$ cat src/rtl/tile_ram_arbiter_pkg.sv
// Shared types and constants for the tile RAM arbiter: FSM states, requester IDs,
// renderer lead time.
package tile_ram_arbiter_pkg;

  typedef enum logic [1:0] {
    ST_IDLE   = 2'd0,
    ST_ACCESS = 2'd1,
    ST_DONE   = 2'd2
  } state_t;

  typedef enum logic {
    REQ_CPU = 1'b0,
    REQ_DMA = 1'b1
  } req_id_t;

  // Cycles between vid_busy rising and the renderer's first RAM read.
  localparam int VID_BUSY_LEAD = 5;

  function automatic req_id_t other_side(input req_id_t id);
    return (id == REQ_CPU) ? REQ_DMA : REQ_CPU;
  endfunction

endpackage

$ cat src/rtl/ram_write_buffer.sv
// One-entry posted-write holding register (address, data, full flag).
// Compiled in only when TILE_RAM_WRITE_POST_EN is defined.
`ifdef TILE_RAM_WRITE_POST_EN
module ram_write_buffer #(
  parameter int ADDR_W = 16
) (
  input  logic              clk,
  input  logic              reset,
  input  logic              load,
  input  logic [ADDR_W-1:0] load_addr,
  input  logic [15:0]       load_data,
  input  logic              drain,
  output logic              full,
  output logic [ADDR_W-1:0] addr,
  output logic [15:0]       data
);

  always_ff @(posedge clk or posedge reset) begin
    if (reset) begin
      full <= 1'b0;
      addr <= '0;
      data <= '0;
    end else if (load) begin
      full <= 1'b1;
      addr <= load_addr;
      data <= load_data;
    end else if (drain) begin
      full <= 1'b0;
    end
  end

endmodule
`endif

$ cat src/rtl/tile_ram_arbiter.sv
// Tile RAM arbiter: the renderer owns the RAM while vid_busy is high, CPU and DMA share
// the gaps round-robin. Define TILE_RAM_WRITE_POST_EN for a one-entry posted CPU write buffer.
module tile_ram_arbiter
  import tile_ram_arbiter_pkg::*;
#(
  parameter int ACC_CYCLES = 2,
  parameter int ADDR_W     = 16
) (
  input  logic              clk,
  input  logic              reset,
  input  logic              vid_busy,
  input  logic [ADDR_W-1:0] vid_addr,
  input  logic              cpu_req,
  input  logic              cpu_we,
  input  logic [ADDR_W-1:0] cpu_addr,
  input  logic [15:0]       cpu_wdata,
  output logic              cpu_ack,
  input  logic              dma_req,
  input  logic              dma_we,
  input  logic [ADDR_W-1:0] dma_addr,
  input  logic [15:0]       dma_wdata,
  output logic              dma_ack,
  output logic [15:0]       rdata,
  output logic [ADDR_W-1:0] ram_addr,
  output logic [15:0]       ram_wdata,
  output logic              ram_we,
  input  logic [15:0]       ram_rdata
);

  localparam int              CNT_W    = 2;
  localparam logic [CNT_W-1:0] CNT_LOAD = CNT_W'(ACC_CYCLES - 1);

  state_t            state;
  req_id_t           rr, grant, pick;
  logic [CNT_W-1:0]  cnt;
  logic [ADDR_W-1:0] lat_addr;
  logic [15:0]       lat_wdata;
  logic              lat_we, lat_post, cpu_done_ack;

  logic              cpu_arb_req, cpu_arb_we, cpu_arb_post;
  logic [ADDR_W-1:0] cpu_arb_addr;
  logic [15:0]       cpu_arb_wdata;

`ifdef TILE_RAM_WRITE_POST_EN
  logic              wb_full, wb_load, wb_drain, post_ack;
  logic [ADDR_W-1:0] wb_addr;
  logic [15:0]       wb_data;

  assign wb_load  = cpu_req && cpu_we && !wb_full && !post_ack;
  assign wb_drain = (state == ST_DONE) && lat_post;

  ram_write_buffer #(.ADDR_W(ADDR_W)) u_wbuf (
    .clk       (clk),
    .reset     (reset),
    .load      (wb_load),
    .load_addr (cpu_addr),
    .load_data (cpu_wdata),
    .drain     (wb_drain),
    .full      (wb_full),
    .addr      (wb_addr),
    .data      (wb_data)
  );

  always_ff @(posedge clk or posedge reset) begin
    if (reset) post_ack <= 1'b0;
    else       post_ack <= wb_load;
  end

  // A held write drains ahead of any CPU read so the CPU always sees its own data.
  assign cpu_arb_req   = wb_full || (cpu_req && !cpu_we);
  assign cpu_arb_we    = wb_full;
  assign cpu_arb_addr  = wb_full ? wb_addr : cpu_addr;
  assign cpu_arb_wdata = wb_data;
  assign cpu_arb_post  = wb_full;
  assign cpu_ack       = cpu_done_ack || post_ack;
`else
  assign cpu_arb_req   = cpu_req;
  assign cpu_arb_we    = cpu_we;
  assign cpu_arb_addr  = cpu_addr;
  assign cpu_arb_wdata = cpu_wdata;
  assign cpu_arb_post  = 1'b0;
  assign cpu_ack       = cpu_done_ack;
`endif

  always_comb begin
    if (cpu_arb_req && dma_req) pick = rr;
    else if (cpu_arb_req)       pick = REQ_CPU;
    else                        pick = REQ_DMA;
  end

  always_ff @(posedge clk or posedge reset) begin
    if (reset) begin
      state        <= ST_IDLE;
      rr           <= REQ_CPU;
      grant        <= REQ_CPU;
      cnt          <= '0;
      lat_addr     <= '0;
      lat_wdata    <= '0;
      lat_we       <= 1'b0;
      lat_post     <= 1'b0;
      ram_we       <= 1'b0;
      cpu_done_ack <= 1'b0;
      dma_ack      <= 1'b0;
      rdata        <= '0;
    end else begin
      ram_we       <= 1'b0;
      cpu_done_ack <= 1'b0;
      dma_ack      <= 1'b0;
      case (state)
        ST_IDLE: begin
          if (!vid_busy && (cpu_arb_req || dma_req)) begin
            grant     <= pick;
            rr        <= other_side(pick);
            lat_addr  <= (pick == REQ_CPU) ? cpu_arb_addr  : dma_addr;
            lat_wdata <= (pick == REQ_CPU) ? cpu_arb_wdata : dma_wdata;
            lat_we    <= (pick == REQ_CPU) ? cpu_arb_we    : dma_we;
            ram_we    <= (pick == REQ_CPU) ? cpu_arb_we    : dma_we;
            lat_post  <= (pick == REQ_CPU) && cpu_arb_post;
            cnt       <= CNT_LOAD;
            state     <= ST_ACCESS;
          end
        end
        ST_ACCESS: begin
          if (cnt == '0) begin
            state <= ST_DONE;
            if (!lat_we) rdata <= ram_rdata;
            // Drained posted writes were already acknowledged when buffered.
            if (grant == REQ_CPU) cpu_done_ack <= !lat_post;
            else                  dma_ack      <= 1'b1;
          end else begin
            cnt <= cnt - 1'b1;
          end
        end
        ST_DONE: state <= ST_IDLE;
        default: state <= ST_IDLE;
      endcase
    end
  end

  assign ram_addr  = (state == ST_IDLE) ? vid_addr : lat_addr;
  assign ram_wdata = lat_wdata;

endmodule

$ cat config.mk
export PLATFORM = sky130hd
export DESIGN_NAME = tile_ram_arbiter
export DESIGN_NICKNAME = d
export VERILOG_FILES = /design/src/rtl/tile_ram_arbiter_pkg.sv /design/src/rtl/ram_write_buffer.sv /design/src/rtl/tile_ram_arbiter.sv
export SDC_FILE = /design/constraint.sdc
export NUM_CORES = 1
export LEC_CHECK = 0
export BUFFER_PORTS_ARGS = -buffer_cell sky130_fd_sc_hd__buf_2
export CAP_MARGIN = 10
export CORE_ASPECT_RATIO = 0.7
export CORE_MARGIN = 3
export CORE_UTILIZATION = 25
export CTS_CLUSTER_SIZE = 40
export DETAILED_ROUTE_END_ITERATION = 8
export PLACE_DENSITY = 0.48
export SLEW_MARGIN = 10
export SYNTH_ARGS = -nofsm -noshare
export SYNTH_HDL_FRONTEND = slang
export SYNTH_SLANG_ARGS = --single-unit
$ cat constraint.sdc
create_clock -name clk -period 1.9 [get_ports clk]
set_input_delay 0.095 -clock clk [delete_from_list [all_inputs] [get_ports clk]]
set_output_delay 0.095 -clock clk [all_outputs]
set_load 0.02 [all_outputs]
Yosys cells after proc, flatten, opt, wreduce, memory -nomap -nowiden --
Index checks and enable logic that the tools add are counted.
Operators by class: bitwise logic cells 1, equal/unequal tests 4, $add $sub $neg 1, divide/modulo/power cells 0, $lt $le $gt $ge 0, mux-type cells 20, $mul 0, shift operators 0, reduce and logical (&&, ||, !) cells 11
Operator list (number):
- $mux 16 | 3
- $mux 1 | 12
- $pmux 2 s2 | 2
- $mux 2 | 3
- $ne 2x2->1 const B | 3
- $reduce_and 3->1 | 2
- $logic_not 2->1 | 2
- $reduce_and 2->1 | 2
- $eq 2x1->1 const B | 1
- $logic_and 1x1->1 | 2
- $reduce_bool 2->1 | 1
- $sub 2x1->2 const B | 1
- $logic_not 1->1 | 1
- $logic_or 1x1->1 | 1
- $not 1->1 | 1
Storage, ports and cells: memories kept 0, bits in registers 58, output and inout port bits 51, input bits 103, memory bits (writable) 0, word-level logic and storage cells 48, bits in latches 0, ROM bits 0

Depth between registers and ports, before layout --
depth in word-level cells 5, depth in mapped cells 6, gate-level depth less buffers 5

Worst setup path before layout --
No wires, ideal clock.
kind flip-flop to flip-flop, from register cnt[0], to register rdata[0], data arrival time 1448 ps, data required time 1772 ps, library setup time 128 ps, path buffers 1, stages on the path, launching flop included 7, clock period less this slack 1575 ps, setup slack 325 ps, cell sequence dfrtp_1 inv_1 ha_1 nand3b_1 nor2_4 buf_4 mux2_1
Between the ends: cells in the longest elaborated chain, start to end 2
Ends and longest elaborated chain:
- start: declaration | RTL line tile_ram_arbiter.sv:35 | logic [CNT_W-1:0] cnt;
- start signal: assignment | RTL line tile_ram_arbiter.sv:131 | cnt <= cnt - 1'b1;
- $logic_not 2->1 | RTL line tile_ram_arbiter.sv:124 | if (cnt == '0) begin
- $reduce_and 3->1 (no source line)
- end signal: assignment | RTL line tile_ram_arbiter.sv:126 | if (!lat_we) rdata <= ram_rdata;
- end: declaration | RTL line tile_ram_arbiter.sv:23 | output logic [15:0] rdata,
No other way between the ends. A chain may end at the register's enable or synchronous reset.

Worst setup path after layout --
from register state[1], to output port ram_addr[8]
Between the ends: cells in the longest elaborated chain, start to end 2
Ends and longest elaborated chain:
- start: declaration | RTL line tile_ram_arbiter.sv:33 | state_t state;
- start signal: assignment | RTL line tile_ram_arbiter.sv:93 | state <= ST_IDLE;
- start signal: assignment | RTL line tile_ram_arbiter.sv:120 | state <= ST_ACCESS;
- start signal: assignment | RTL line tile_ram_arbiter.sv:125 | state <= ST_DONE;
- $logic_not 2->1 | RTL line tile_ram_arbiter.sv:140 | assign ram_addr = (state == ST_IDLE) ? vid_addr : lat_addr;
- $mux 16 | RTL line tile_ram_arbiter.sv:140
- end: declaration | RTL line tile_ram_arbiter.sv:24 | output logic [ADDR_W-1:0] ram_addr,
No other way between the ends.

==> results.json <==
{
  "power_switching_mw": 2.62,
  "critical_path_depth": 4,
  "finalPower_mw": 6.96,
  "n_antenna_cell": 0,
  "port_buffers": 153,
  "p_clk_share_pct": 23.7,
  "clock_latency_ns": 0.32,
  "fin_crit_sh_pct": 92.0,
  "htreeDepth": 3,
  "synth_area_leaders": "dfrtp_1 50%, a221o_1 11%, nor3_2 10%, mux2_2 8.6%, nand2_1 4.4%",
  "vdd_ir_drop_max_mv": 0.488,
  "postCtsSetupBuffers": 0,
  "cts.clk_slew.worst_paths_ns": 0.05,
  "postRouteAntennaNets": 0,
  "die_h_um": 96.0,
  "synth.avg_cell_area_um2": 12.1,
  "antenna_found_initial": 1,
  "r2r-end": "rdata[4]",
  "slew_violations": 0,
  "crit_chain": "nor2_2 > buf_12 > mux2_2 > buf_2",
  "worst_path_dominant_cell_family": "flip-flops",
  "reg2reg_depth": 6,
  "routed-via-count": 2498,
  "synth_cell_types": 29,
  "fmax_mhz": 572,
  "leakage_nw": 2.13,
  "hold_path_end": "lat_addr[6]",
  "overflow": 0,
  "dp.cells": 532,
  "numCtsBuffers": 9,
  "switching_share_pct": 37.6,
  "synth_top_area_share_pct": 50.2,
  "hold_viol_final": 0,
  "tns_ns": 0,
  "syn_nets": 342,
  "drc": 0,
  "cp_slowest_cell": "dfrtp_1",
  "routed_wl_mm": 8.58,
  "layout.cells.non_filler": 571,
  "cp-start-kind": "flip-flop",
  "worstPathMaxFanout": 15,
  "cts-root-buf": "clkbuf_16",
  "cp.arrival_ns": 1.65,
  "p_int_mw": 4.34,
  "clock_path_buffers": 2,
  "r2r_setup_slack_ns": 0.27,
  "setup_viol_count_final": 0,
  "path_buf_inv": 2,
  "cts_sinks": 58,
  "slew_headroom_pct": 32.3,
  "initial_core_util_pct": 26.0,
  "num_rows": 32,
  "p_seq_share_pct": 30.8,
  "grt_pass1_wl_mm": 13.1,
  "finClkSkew_ns": 0.00670,
  "dr.first_iter.drc_count": 48,
  "hpwl_mm": 6.09,
  "hold_path_startpoint": "cpu_addr[6]",
  "grt_pass1_vias": 2498,
  "routedWlPerCell_um": 15.0,
  "drt-pass1-iter-count": 4,
  "synth_largest_area_cell": "dfrtp_1",
  "worstSetupEndpointType": "output pin",
  "critical_path_required_ns": 1.80,
  "routabilityCongestion": 0.716,
  "syn_area_mm2": 0.00289,
  "cts_tree": "built",
  "fillerInstances": 1124,
  "ys_seq_elements": 58,
  "grt_max_degree": 40,
  "fp.dieArea_mm2": 0.0129,
  "areaGrowthSynthToFinish_pct": 52.4,
  "ios": 154,
  "tightest_slew_ns": 1.01,
  "die_w_um": 135,
  "path_class": "reg2out",
  "seq_area_frac_synth_pct": 50.2,
  "drive_above_1_share_pct": 56.5,
  "holdPathStages": 2,
  "power_frac_comb_pct": 45.5,
  "rsz0062_at_grt": "no",
  "ys_warn_count": 0,
  "status": "complete, no violations",
  "hold_class": "in2reg",
  "track_usage_pct": 13.2,
  "powerDensity_mw_per_mm2": 1580,
  "fin_nets": 518,
  "max_cap_viol_count": 0,
  "critPathMaxStageDelay_ns": 0.42,
  "post_drt_via_cell_ratio": 4.37,
  "rr_startpoint": "cnt[0]",
  "core-area_mm2": 0.0111,
  "timing.final.crit_period_ns": 1.75,
  "syn_inst": 238
}
-- layer usage --
metal / vias up / wire [µm] / share of wire (%) / track usage (%)
met1: 1146 / 3980 / 46 / 17.5
met3: 10 / 701 / 8.2 / 4.55
li1: 1231 / - / - / -
met2: 109 / 3800 / 44 / 20.2
met4: 2 / 95 / 1.1 / 4.58
met5: - / 10 / 0.12 / 0
-- cell families (layout without fill, tap and decap cells) --
kind of cell,after synthesis,after routing,share of synthesized area [%]
adders and majority gates,1,1,0.433
buffers and inverters,27,207,5.45
and+or+nand+nor,79,79,18.0
muxes,32,32,12.5
DFF,58,58,50.2
AOI/OAI and AO/OA,41,41,13.5
-- Yosys cell counts (all sizes together) --
master and count:
ha 1, or3 1, nand2 34, nor2 5, a21o 1, and4 1, mux2 32, o21ai 2
clkbuf 4, a221o 33, and3 1, dfrtp 58, o21a 1, nor3 33, o211ai 2, nand3b 1
nor3b 1, buf 17, inv 6, or3b 1, nor2b 1, a21oi 2
-- worst max path at each step --
stage,end,start
6_report,ram_addr[8],state[1]
5_1_grt,ram_addr[8],state[1]
4_1_cts,ram_addr[8],state[1]
3_5_place_dp,ram_wdata[7],state[1]
3_3_place_gp,rdata[10],cnt[0]
2_1_floorplan,rdata[0],cnt[0]
-- cell type report --
cell class | instances | area (µm²) | area share, %
Sequential cell | 58 | 1450 | 32.9
Multi-Input combinational cell | 153 | 1300 | 29.5
Timing Repair Buffer | 186 | 1140 | 25.8
Clock buffer | 13 | 270 | 6.13
Tap cell | 153 | 191 | 4.34
Clock inverter | 2 | 35.0 | 0.795
Inverter | 6 | 22.5 | 0.511
-- sequential cells by signal, indices dropped and copies added, names as in the netlist, 2 cells and up --
signal and count:
cnt 2, lat_addr 16, rdata 16, state 2
ram_wdata 16
-- metrics by stage --
step | setup slack [ns] | utilization (%) | hold WS [ns] | cell area (µm²)
after global placement | 0.298 | 34.7 | 0.121 | 3860
after detailed placement | 0.263 | 34.7 | 0.121 | 3860
after CTS | 0.0292 | 39.6 | 0.0000200 | 4410
final | 0.151 | 39.6 | 0.00683 | 4410
after global routing | 0.0849 | 39.6 | 0.00310 | 4410
after floorplan | 0.325 | - | 0.212 | 2890
-- layout by cell type, fill, tap and decap left out, drive strengths merged, types with 2 or more instances in the layout --
master       count
o21ai            2
o211ai           2
clkbuf          13
nor2             5
nand2           34
dlygate4sd3     24
dfrtp           58
buf            162
mux2            32
a21oi            2
inv              6
a221o           33
nor3            33
-- power groups by stage --
stage / registers [mW] / logic, mW / clock network [mW]
2_1_floorplan: 2.52 / 1.76 / 0
3_3_place_gp: 2.15 / 3.14 / 0
3_5_place_dp: 2.15 / 3.18 / 0
4_1_cts: 2.15 / 3.21 / 1.69
5_1_grt: 2.23 / 3.43 / 1.76
6_report: 2.15 / 3.16 / 1.65
-- repair_timing --
item / in CTS / in global routing
endpoints found under the setup margin: 0 / 1
resized for setup: 0 / 1
endpoints found under the hold margin: 42 / 0
hold buffers: 24 / 0
Note: power is estimated with default switching activity, not from simulation.
